==> config.mk <==
export PLATFORM = sky130hd
export DESIGN_NAME = vga_dither
export DESIGN_NICKNAME = d
export VERILOG_FILES = /design/src/rtl/vga_dither.sv
export SDC_FILE = /design/constraint.sdc
export NUM_CORES = 1
export LEC_CHECK = 0
export CORE_MARGIN = 5
export CORE_UTILIZATION = 40
export DETAILED_ROUTE_END_ITERATION = 10
export PLACE_DENSITY = 0.7
export SLEW_MARGIN = 20
export SYNTH_ARGS = -nofsm -noshare
export SYNTH_HDL_FRONTEND = slang
export SYNTH_SLANG_ARGS = --single-unit
==> constraint.sdc <==
create_clock -name clk -period 2.9 [get_ports clk]
set_input_delay 0.29 -clock clk [delete_from_list [all_inputs] [get_ports clk]]
set_output_delay 0.29 -clock clk [all_outputs]
set_load 0.02 [all_outputs]
==> src/rtl/vga_dither.sv <==
// Ordered-dither output stage between the video core and a low-depth resistor DAC.
// A 4x4 Bayer threshold is added per channel with saturation and then truncated; 2 clk latency on every output.
module vga_dither #(
    parameter int IN_BITS  = 8,
    parameter int OUT_BITS = 3,
    parameter int TEMPORAL = 1,
    parameter int SYNC_POL = 0
) (
    input  logic                clk,
    input  logic                reset,
    input  logic                pixel_ce,
    input  logic [IN_BITS-1:0]  red_in,
    input  logic [IN_BITS-1:0]  green_in,
    input  logic [IN_BITS-1:0]  blue_in,
    input  logic                hsync_in,
    input  logic                vsync_in,
    input  logic                window_in,
    output logic [OUT_BITS-1:0] red_out,
    output logic [OUT_BITS-1:0] green_out,
    output logic [OUT_BITS-1:0] blue_out,
    output logic                hsync_out,
    output logic                vsync_out,
    output logic                window_out
);

    localparam int   R         = IN_BITS - OUT_BITS;
    localparam logic SYNC_ACT  = (SYNC_POL != 0);
    localparam logic SYNC_IDLE = ~SYNC_ACT;

    logic [1:0] xcnt_reg, xcnt_next;
    logic [1:0] ycnt_reg, ycnt_next;
    logic [1:0] frame_reg, frame_next;
    logic       hs_d1_reg, vs_d1_reg, win_d1_reg;
    logic       hs_d2_reg, vs_d2_reg, win_d2_reg;

    logic       vs_edge;
    logic       win_fall;
    logic [1:0] col;
    logic [3:0] thresh;
    logic [IN_BITS:0] ts;

    function automatic logic [3:0] bayer(input logic [1:0] row, input logic [1:0] c);
        logic [3:0] t;
        case ({row, c})
            4'h0: t = 4'd0;   4'h1: t = 4'd8;   4'h2: t = 4'd2;   4'h3: t = 4'd10;
            4'h4: t = 4'd12;  4'h5: t = 4'd4;   4'h6: t = 4'd14;  4'h7: t = 4'd6;
            4'h8: t = 4'd3;   4'h9: t = 4'd11;  4'ha: t = 4'd1;   4'hb: t = 4'd9;
            4'hc: t = 4'd15;  4'hd: t = 4'd7;   4'he: t = 4'd13;  default: t = 4'd5;
        endcase
        return t;
    endfunction

    // The stage-1 sync/window copies double as the edge-detect history.
    assign vs_edge  = (vs_d1_reg == SYNC_IDLE) && (vsync_in == SYNC_ACT);
    assign win_fall = win_d1_reg && !window_in;
    assign col      = xcnt_reg + frame_reg;
    assign thresh   = bayer(ycnt_reg, col);
    assign ts       = {{(IN_BITS - 3){1'b0}}, thresh} << (R - 4);

    always_comb begin
        xcnt_next  = xcnt_reg;
        ycnt_next  = ycnt_reg;
        frame_next = frame_reg;
        if (!window_in)
            xcnt_next = 2'd0;
        else if (pixel_ce)
            xcnt_next = xcnt_reg + 2'd1;
        if (vs_edge)
            ycnt_next = 2'd0;
        else if (win_fall)
            ycnt_next = ycnt_reg + 2'd1;
        if (vs_edge && (TEMPORAL != 0))
            frame_next = frame_reg + 2'd1;
    end

    always_ff @(posedge clk or posedge reset) begin
        if (reset) begin
            xcnt_reg   <= 2'd0;
            ycnt_reg   <= 2'd0;
            frame_reg  <= 2'd0;
            hs_d1_reg  <= SYNC_IDLE;
            vs_d1_reg  <= SYNC_IDLE;
            win_d1_reg <= 1'b0;
            hs_d2_reg  <= SYNC_IDLE;
            vs_d2_reg  <= SYNC_IDLE;
            win_d2_reg <= 1'b0;
        end else begin
            xcnt_reg   <= xcnt_next;
            ycnt_reg   <= ycnt_next;
            frame_reg  <= frame_next;
            hs_d1_reg  <= hsync_in;
            vs_d1_reg  <= vsync_in;
            win_d1_reg <= window_in;
            hs_d2_reg  <= hs_d1_reg;
            vs_d2_reg  <= vs_d1_reg;
            win_d2_reg <= win_d1_reg;
        end
    end

    logic [IN_BITS-1:0] chan_in [3];
    assign chan_in[0] = red_in;
    assign chan_in[1] = green_in;
    assign chan_in[2] = blue_in;

    generate
        for (genvar gi = 0; gi < 3; gi++) begin : gen_ch
            logic [IN_BITS:0]    sum;
            logic [IN_BITS-1:0]  sat;
            logic [OUT_BITS-1:0] s1_reg;
            logic [OUT_BITS-1:0] s2_reg;

            assign sum = {1'b0, chan_in[gi]} + ts;
            assign sat = sum[IN_BITS] ? {IN_BITS{1'b1}} : sum[IN_BITS-1:0];

            always_ff @(posedge clk or posedge reset) begin
                if (reset) begin
                    s1_reg <= '0;
                    s2_reg <= '0;
                end else begin
                    s1_reg <= sat[IN_BITS-1:R];
                    s2_reg <= win_d1_reg ? s1_reg : '0;
                end
            end
        end
    endgenerate

    assign red_out    = gen_ch[0].s2_reg;
    assign green_out  = gen_ch[1].s2_reg;
    assign blue_out   = gen_ch[2].s2_reg;
    assign hsync_out  = hs_d2_reg;
    assign vsync_out  = vs_d2_reg;
    assign window_out = win_d2_reg;

endmodule

==> impl_metrics.ini <==
[synthesis]
syn_inst = 111
synth.net_count = 151
syn_avg_cell_area_um2 = 12.50
synthXorXnorAreaFrac_pct = 6.312
synth_top_family_by_area = simple AND/OR/NAND/NOR gates
ys_seq_area_share_pct = 54.46
synthMuxAreaShare_pct = 4.418
synthSimpleGateAreaFrac_pct = 15.24
yosys.area.top_type = dfrtp_1
synth.top_cell.area_share_pct = 46.89
synth_warnings = 0
synth_cell_types = 30
ys_ff_latch = 30
synth_area_leaders = dfrtp_1, ha_1, dfstp_2
netlist_area_um2 = 1388
synth_fa_ha_area_share_pct = 9.017
synth_compound_area_share_pct = 9.468

[placed_design]
place_congestion = 0.8343
dp_hpwl_mm = 2.076
io_buffers = 38

[setup_path]
endpoint_kind = flip-flop
crit_path_cell_trace = ha_1 > xor2_1 > xnor2_1 > ha_1 > nor3_1 > a211oi_2 > mux2_1
reg2reg_from = xcnt_reg[0]$_DFFE_PP0P_
path_delay_family = XOR/XNOR gates
r2r_end = gen_ch[1].s1_reg[0]$_DFF_PP0_
cpMostUsedCell = ha_1
crit_fanout = 3
r2r_setup_slack_ns = 0.69
crit_required_ns = 3.10
path_class = flip-flop to flip-flop
worstSetupEndpoint = gen_ch[1].s1_reg[0]$_DFF_PP0_
slowest_delay_ns = 0.42
start_kind = flip-flop
rr_worst_depth = 7
cp_num_cells = 7
crit_slowest_cell = dfrtp_1
cp_num_buf_inv = 0
crit_start = xcnt_reg[0]$_DFFE_PP0P_
arrival_ns = 2.41

[clock_network]
root_buffer = clkbuf_4
cts_hold_buf = 0
clock_sinks = 30
cts_tree = built
cts_resized = 0
clock_latency_ns = 0.32
clk_pin_slew_ns = 0.09
post_cts_buffers = 0
cts.path.max_buffers = 2
cts_made_buffers = 5
htree_levels = 2

[pwr]
p_per_area_nw_per_um2 = 721.1
sw_frac_of_total_pct = 33.42
intPower_mw = 0.8999
p_seq_share_pct = 40.7
p_clk_share_pct = 16.3
p_sw_mw = 0.4516
peakVddDrop_mv = 0.3028
p_leak_nw = 0.8387
p_comb_share_pct = 42.9

[timing]
finalSetupTns_ns = 0
slew_viol_final = 0
slew_headroom_pct = 74.98
fmax_mhz = 453.5
hold_viol_final = 0
worst_pin_slew_ns = 0.3754
period_needed_ns = 2.205
holdWs_ns = 0.3334
layout_worst_path_cycle_share_pct = 76.04
fin_worst_skew_ns = 0.006974
setup_viol = 0
rsz0062_at_grt = false

[grt]
grt_usage_pct = 13.30
grt_pass1_wl_mm = 4.519
grt_max_degree = 31
first_global_vias = 1018
overflow = 0
antenna_found_initial = 0

[detailed_routing]
routed_via_density = 4.861
ant_nets = 0
drt-pass1-iter-count = 4
routed_wl_mm = 2.680
drtIter0Drc = 58
drt-wirelength-per-cell_um = 13.27
drc = 0
num_vias = 982

[outcome]
status = finished, final reports clean

[final_layout]
drive_above_1_share_pct = 14.10
fillers = 316
antenna_cells = 0
largest_reg_flops = 9
fin_nets = 196
synthToLayoutAreaGrowth_pct = 35.08

[die]
io_pins = 42
initial_core_util_pct = 41.58
rows = 21
die_h_um = 68.90
coreArea_um2 = 3337
die_area_um2 = 4747
die-width_um = 68.90

[job]
drv_cap = 0

[min_path]
min_path_type = input pin to async pin
## kinds of logic after synthesis
group / count (synthesis)
and+or+nand+nor: 38
DFF: 30
AOI/OAI and AO/OA: 14
xor gates and xnor gates: 10
adders and majority gates: 10
muxes: 5
buffers and inverters: 4
## cell usage in the layout, fill, tap and decap left out, drive strengths merged, types with 2 or more instances in the layout
master,n
a21oi,2
and2,11
and3,2
clkbuf,7
clkdlybuf4s50,38
dfrtp,26
dfstp,4
ha,10
inv,3
mux2,3
mux2i,2
nand2,10
nor2,6
nor2b,2
nor3,2
o21a,2
o21bai,2
o221ai,2
o22ai,2
or3,2
xnor2,5
xor2,5
## layer usage
metal	global-route usage [%]	routed length, um	up-vias
met2	22.02	1325	30
met3	5.186	209	5
met5	0	0	-
li1	-	-	472
met4	5.109	57	0
met1	15.46	1087	475
## per-stage QoR
| step | utilization [%] | instance area [um^2] | worst slack, ns | power (mW) | cells |
|---|---|---|---|---|---|
| final | 56.17 | 1874 | 0.6950 | 1.352 | 202 |
| after global routing | 56.17 | 1874 | 0.5722 | 1.460 | 202 |
| after CTS | 56.17 | 1874 | 0.6747 | 1.371 | 202 |
| after detailed placement | 54.82 | 1829 | 0.6987 | 1.148 | 195 |
| after global placement | 54.82 | 1829 | 0.7076 | 1.116 | 195 |
| after floorplan | - | 1388 | 0.8609 | 0.9753 | 111 |
## final cells by class
| cell class | count | area, um^2 | share of cell area (%) |
|---|---|---|---|
| Tap cell | 46 | 57.56 | 3.071 |
| Multi-Input combinational cell | 77 | 616.8 | 32.91 |
| Sequential cell | 30 | 755.7 | 40.32 |
| Inverter | 3 | 11.26 | 0.6008 |
| Clock buffer | 7 | 45.04 | 2.403 |
| Timing Repair Buffer | 39 | 387.9 | 20.69 |
## worst reg2reg max path: stages, from the launching register on
cell and delay, ns:
dfrtp_1 0.42, ha_1 0.22, xor2_1 0.17, xnor2_1 0.32, ha_1 0.24, nor3_1 0.07
a211oi_2 0.29, mux2_1 0.36
## synth_stat cells, drive strengths merged
library cell	number
a211oi	1
o221ai	2
nand4	1
o21a	2
or3	2
clkbuf	1
inv	3
mux2i	2
and3	2
xor2	5
nand3	1
dfstp	4
mux2	3
ha	10
a21o	1
a31o	1
nand2	10
dfrtp	26
nor2	6
xnor2	5
o21bai	2
nor2b	2
o22ai	2
nor3	2
and2	11
nand3b	1
a22oi	1
a21oi	2
## power by group through the flow
stage	Clock (mW)	Sequential, mW	Combinational (mW)
3_5_place_dp	0	0.560	0.588
2_1_floorplan	0	0.577	0.398
3_3_place_gp	0	0.556	0.560
6_report	0.221	0.551	0.580
5_1_grt	0.246	0.561	0.653
4_1_cts	0.231	0.552	0.588
## worst min-delay path by stage
stage | startpoint | endpoint | slack [ns] | cells after the start
3_5_place_dp | hs_d1_reg$_DFF_PP1_ | hsync_out$_DFF_PP1_ | 0.35 | 0
6_report | reset | gen_ch[2].s1_reg[1]$_DFF_PP0_ | 0.33 | 3
2_1_floorplan | hsync_in | hs_d1_reg$_DFF_PP1_ | 0.29 | 0
4_1_cts | reset | blue_out[1]$_DFF_PP0_ | 0.33 | 3
5_1_grt | hsync_in | hs_d1_reg$_DFF_PP1_ | 0.35 | 1
3_3_place_gp | hs_d1_reg$_DFF_PP1_ | hsync_out$_DFF_PP1_ | 0.35 | 0
No activity file was read; power rests on OpenSTA's default activity.
